**src/rtl/mem_access_sequencer.sv**
```systemverilog
// MEM-stage load/store sequencer: runs word/half/byte accesses as byte-serial beats on an
// 8-bit req/ack bus, stalling the pipeline until done and sign-extending half/byte loads.
module mem_access_sequencer #(
  parameter int TIMEOUT = 16
) (
  input  logic        Clk_i,
  input  logic        Reset_i,
  input  logic        R_Enable_i,
  input  logic        W_Enable_i,
  input  logic [1:0]  R_Width_i,
  input  logic [1:0]  W_Width_i,
  input  logic [31:0] Address_i,
  input  logic [31:0] WriteData_i,
  output logic [31:0] ReadData_o,
  output logic        Stall_o,
  output logic        Done_o,
  output logic        AddrErr_o,
  output logic        BusErr_o,
  output logic        MemReq_o,
  output logic        MemWe_o,
  output logic [31:0] MemAddr_o,
  output logic [7:0]  MemWData_o,
  input  logic [7:0]  MemRData_i,
  input  logic        MemAck_i
);

  localparam int TW = $clog2(TIMEOUT + 1);

  typedef enum logic [1:0] {IDLE, XFER, GAP, DONE} state_t;

  state_t        state_q;
  logic [31:0]   addr_q;
  logic [31:0]   wdata_q;
  logic [1:0]    width_q;
  logic          write_q;
  logic [1:0]    beat_q;
  logic [TW-1:0] tmo_q;
  logic [31:0]   rbuf_q;
  logic [31:0]   read_data_q;
  logic          done_q;
  logic          addr_err_q;
  logic          bus_err_q;

  logic [1:0]    req_width;
  logic          misaligned;
  logic          last_beat;
  logic [31:0]   rbuf_d;
  logic [31:0]   load_result;

  // Store wins when both enables are high, so its width is the one that matters.
  always_comb begin
    req_width  = W_Enable_i ? W_Width_i : R_Width_i;
    misaligned = (req_width == 2'd3) ||
                 ((req_width == 2'd0) && (Address_i[1:0] != 2'b00)) ||
                 ((req_width == 2'd1) && Address_i[0]);
  end

  always_comb begin
    case (width_q)
      2'd0:    last_beat = (beat_q == 2'd3);
      2'd1:    last_beat = (beat_q == 2'd1);
      default: last_beat = 1'b1;
    endcase
  end

  // Buffer with the byte arriving this cycle merged in, so the final beat can
  // feed ReadData on the same edge that enters DONE.
  always_comb begin
    rbuf_d = rbuf_q;
    case (beat_q)
      2'd0: rbuf_d[7:0]   = MemRData_i;
      2'd1: rbuf_d[15:8]  = MemRData_i;
      2'd2: rbuf_d[23:16] = MemRData_i;
      2'd3: rbuf_d[31:24] = MemRData_i;
      default: rbuf_d = rbuf_q;
    endcase
  end

  always_comb begin
    case (width_q)
      2'd0:    load_result = rbuf_d;
      2'd1:    load_result = {{16{rbuf_d[15]}}, rbuf_d[15:0]};
      default: load_result = {{24{rbuf_d[7]}}, rbuf_d[7:0]};
    endcase
  end

  always_ff @(posedge Clk_i or posedge Reset_i) begin
    if (Reset_i) begin
      state_q     <= IDLE;
      addr_q      <= '0;
      wdata_q     <= '0;
      width_q     <= '0;
      write_q     <= 1'b0;
      beat_q      <= '0;
      tmo_q       <= '0;
      rbuf_q      <= '0;
      read_data_q <= '0;
      done_q      <= 1'b0;
      addr_err_q  <= 1'b0;
      bus_err_q   <= 1'b0;
    end else begin
      done_q     <= 1'b0;
      addr_err_q <= 1'b0;
      bus_err_q  <= 1'b0;
      case (state_q)
        IDLE: begin
          if (R_Enable_i || W_Enable_i) begin
            addr_q  <= Address_i;
            wdata_q <= WriteData_i;
            width_q <= req_width;
            write_q <= W_Enable_i;
            beat_q  <= '0;
            tmo_q   <= '0;
            if (misaligned) begin
              state_q    <= DONE;
              done_q     <= 1'b1;
              addr_err_q <= 1'b1;
            end else begin
              state_q <= XFER;
            end
          end
        end
        XFER: begin
          if (MemAck_i) begin
            tmo_q <= '0;
            if (!write_q) rbuf_q <= rbuf_d;
            if (last_beat) begin
              state_q <= DONE;
              done_q  <= 1'b1;
              if (!write_q) read_data_q <= load_result;
            end else begin
              beat_q  <= beat_q + 2'd1;
              state_q <= GAP;
            end
          end else if (tmo_q == TW'(TIMEOUT - 1)) begin
            state_q   <= DONE;
            done_q    <= 1'b1;
            bus_err_q <= 1'b1;
          end else begin
            tmo_q <= tmo_q + TW'(1);
          end
        end
        GAP:     state_q <= XFER;
        DONE:    state_q <= IDLE;
        default: state_q <= IDLE;
      endcase
    end
  end

  assign Stall_o    = ((state_q == IDLE) && (R_Enable_i || W_Enable_i)) ||
                      (state_q == XFER) || (state_q == GAP);
  assign Done_o     = done_q;
  assign AddrErr_o  = addr_err_q;
  assign BusErr_o   = bus_err_q;
  assign ReadData_o = read_data_q;
  assign MemReq_o   = (state_q == XFER);
  assign MemWe_o    = (state_q == XFER) && write_q;
  assign MemAddr_o  = (state_q == XFER) ? (addr_q + {30'd0, beat_q}) : 32'd0;
  assign MemWData_o = (state_q == XFER) ? 8'(wdata_q >> {beat_q, 3'b000}) : 8'd0;

endmodule
```
**config.mk**
```make
export PLATFORM = sky130hd
export DESIGN_NAME = mem_access_sequencer
export DESIGN_NICKNAME = d
export VERILOG_FILES = /design/src/rtl/mem_access_sequencer.sv
export SDC_FILE = /design/constraint.sdc
export NUM_CORES = 1
export LEC_CHECK = 0
export BUFFER_PORTS_ARGS = -buffer_cell sky130_fd_sc_hd__buf_2
export CAP_MARGIN = 5
export CORE_MARGIN = 5
export CORE_UTILIZATION = 50
export DETAILED_ROUTE_END_ITERATION = 12
export MAX_ROUTING_LAYER = met4
export PLACE_DENSITY_LB_ADDON = 0.1
export SKIP_LAST_GASP = 1
export SYNTH_ARGS = -nofsm -noshare
export SYNTH_HDL_FRONTEND = slang
export SYNTH_SLANG_ARGS = --single-unit
export TNS_END_PERCENT = 20
```
**constraint.sdc**
```tcl
create_clock -name Clk_i -period 9.2 [get_ports Clk_i]
set_input_delay 1.38 -clock Clk_i [delete_from_list [all_inputs] [get_ports Clk_i]]
set_output_delay 1.38 -clock Clk_i [all_outputs]
set_load 0.02 [all_outputs]
```
==> impl_metrics.yaml <==
run_status:
  outcome: "finished clean"
die:
  die_h_um: 129
  rows: 43
  dieWidth_um: 129
  die_area_sq_um: 16700
  ios: 159
  initial_utilization_pct: 51.2
  core_sq_um: 13900
logic_synthesis:
  synth-simple-area-share_pct: 15.7
  synth_top_family_by_area: "multiplexers"
  syn_nets: 753
  synth-xor-area-share_pct: 1.60
  synth_async_sr_flop_share_pct: 100
  synth_area_leaders: "dfrtp_1, mux2_2, nand2_1"
  syn_area_sq_um: 7100
  yosysUniqueCellTypes: 53
  yosysSeqAreaShare_pct: 50.4
  synth_ff_type: "dfrtp_1"
  synth_enable_flop_cells: 0
  synth_warnings: 0
  synth_compound_area_share_pct: 9.71
  syn_inst: 663
  yosysTopAreaCellShare_pct: 50.4
  synth_top_area_cell: "dfrtp_1"
  postSynthAreaPerCell_sq_um: 10.7
  synth-adder-area-share_pct: 1.69
  ys_ff_latch: 143
  synth_mux_area_share_pct: 18.1
drt:
  route.vias.total: 5575
  met3_length_um: 955
  routedWlPerCell_um: 17.2
  dr_wl_met2_um: 8240
  avgViaCountPerCell: 5.59
  drt-initial-drc-count: 352
  routed_wl_um: 17100
  ant_nets: 0
  highest_layer: "met4"
  drc: 0
  met1_length_um: 7480
  first_pass_iters: 5
setup_path:
  worstSetupStartpointType: "flop"
  crit_required_ns: 7.82
  crit_fanout: 13
  cp.arrival_ns: 3.37
  critPathKind: "flop to output pin"
  endpoint_kind: "output pin"
place:
  place_area_sq_um: 8000
  place_congestion: 0.854
  placed_cells: 964
  hpwlAfterDp_um: 12100
  port_buffers: 158
  pre_cts_slack_ns: 4.89
clock_network:
  clock_path_buffers: 2
  cts_tree: "yes"
  cts_root_buf: "clkbuf_16"
  clk_pin_slew_ns: 0.06
  htree_levels: 4
  holdBufCountCts: 0
  cts_resized: 0
  cts-buffers-inserted: 17
  clock_latency_ns: 0.42
  cts.sinks: 143
  post_cts_buffers: 0
global_routing:
  grt_max_degree: 81
  track_usage_pct: 22.3
  antenna_found_initial: 2
  grt-ovfl-total: 0
  grt_pass1_vias: 5790
  grt_pass1_wl_um: 28600
sta:
  min_period_over_period_pct: 51.7
  setup_viol: 0
  rsz0062_at_grt: "no"
  finalHoldWorstSlack_ns: 0.479
  worstMarginPinSlew_ns: 1.21
  min_period_ns: 4.75
  skew_ns: 0.00984
  max-slew-margin-rel_pct: 18.7
  slew_viol_final: 0
  tns_ns: 0
  final_hold_viol_count: 0
  max_freq_mhz: 210
  setup_slack_ns: 4.45
power_and_ir_drop:
  leakage_nw: 3.97
  power.density_nw_per_um2: 360
  ir_worst_vdd_mv: 0.207
  total_power_mw: 3.07
final_layout:
  layout.nets: 893
  final_area_sq_um: 8520
  final_util_pct: 61.3
  area_delta_synth_final_pct: 19.9
  drive_gt1_share_pct: 33.5
  layoutNonFillerInstCount: 997
run:
  maxCapViolations: 0
hold_path:
  hp-class: "flop to flop"
[registers in the layout, indices dropped and copies added (netlist names), 2 cells and up]
name        cells
tmo_q           5
beat_q          2
state_q         2
width_q         2
ReadData_o     32
rbuf_q         32
wdata_q        32
addr_q         32
[cells in the mapped netlist (2+ instances only)]
cell type and n:
and3_1 2, nor2_1 45, o211ai_1 7, and4_1 3
and2_1 14, nor3_1 8, o41ai_1 2, o21a_1 7
ha_1 8, dfrtp_1 143, nand4_1 8, a21oi_1 27
o31ai_1 11, o21ai_0 17, nor3b_1 2, o21ai_1 2
buf_2 8, buf_1 6, or2_2 2, a22o_1 2
nand2_1 110, clkbuf_1 26, nand3_1 8, nor2b_1 3
mux2i_1 33, nand2b_1 6, nor4_1 4, o22a_1 16
a31oi_1 2, mux4_2 8, or4_1 12, mux2_2 69
xnor2_1 9, xor2_1 4, or3_1 3, inv_1 9
[final timing paths]
| kind | startpoint | slack [ns] | cells after the start | end |
|---|---|---|---|---|
| max | beat_q[0] | 4.45 | 7 | MemAddr_o[28] |
| min | ReadData_o[9] | 0.48 | 1 | ReadData_o[9] |
| max reg2reg | beat_q[0] | 5.96 | 4 | ReadData_o[15] |
| min reg2reg | ReadData_o[9] | 0.48 | 1 | ReadData_o[9] |
| max in group asynchronous | Reset_i | 6.74 | 3 | ReadData_o[23] |
| min in group asynchronous | Reset_i | 1.03 | 2 | wdata_q[19] |
[cell type report]
type / count / area [sq um]
Sequential cell: 143 / 3580
Inverter: 9 / 38.8
Clock inverter: 9 / 70.1
Tap cell: 180 / 225
Clock buffer: 22 / 444
Multi-Input combinational cell: 471 / 3340
Fill cell: 1195 / 5370
Timing Repair Buffer: 161 / 813
Antenna cell: 2 / 5.00
[cells in the final DEF, fill, tap and decap left out, types with 4 or more instances in the layout]
cell       instances
clkbuf_1           5
mux2i_1           33
nand4_1            8
inv_1              8
nand3_1            8
nor4_1             4
nor2_1            45
or4_1             12
buf_2            158
o22a_1            16
and2_1            13
o211ai_1           7
clkinv_2           8
o21ai_0           17
clkbuf_16         17
o31ai_1           11
mux2_2            69
mux4_2             8
nor3_1             8
nand2b_1           6
nand2_1          110
xnor2_1            9
xor2_1             4
o21a_1             7
ha_1               8
dfrtp_1          143
a21oi_1           27
[worst max-delay path, stage by stage, from the launching register on]
cell and delay (ns):
dfrtp_1 0.79, ha_1 0.33, fa_1 0.26, and4_2 0.30
nand4_1 0.39, or4_1 0.54, a21oi_1 0.16, buf_2 0.18
[metal layers]
metal / global-route usage (%) / up-vias
met4: 7.97 / 0
met3: 5.61 / 32
li1: - / 2646
met5: - / -
met1: 28.1 / 2735
met2: 35.2 / 162
[where the power goes]
group          switching, mW  internal, mW
Sequential             0.240         0.928
Clock                  0.244         0.365
Combinational          0.721         0.568
[logic make-up after synthesis]
| family | Yosys count |
|---|---|
| AND/OR/NAND/NOR | 236 |
| flip-flops | 143 |
| multiplexers | 110 |
| AO/OA/AOI/OAI | 103 |
| buffers and inverters | 49 |
| XOR/XNOR | 13 |
| adder cells (fa/ha/maj) | 9 |
No activity file was read; power rests on OpenSTA's default activity.
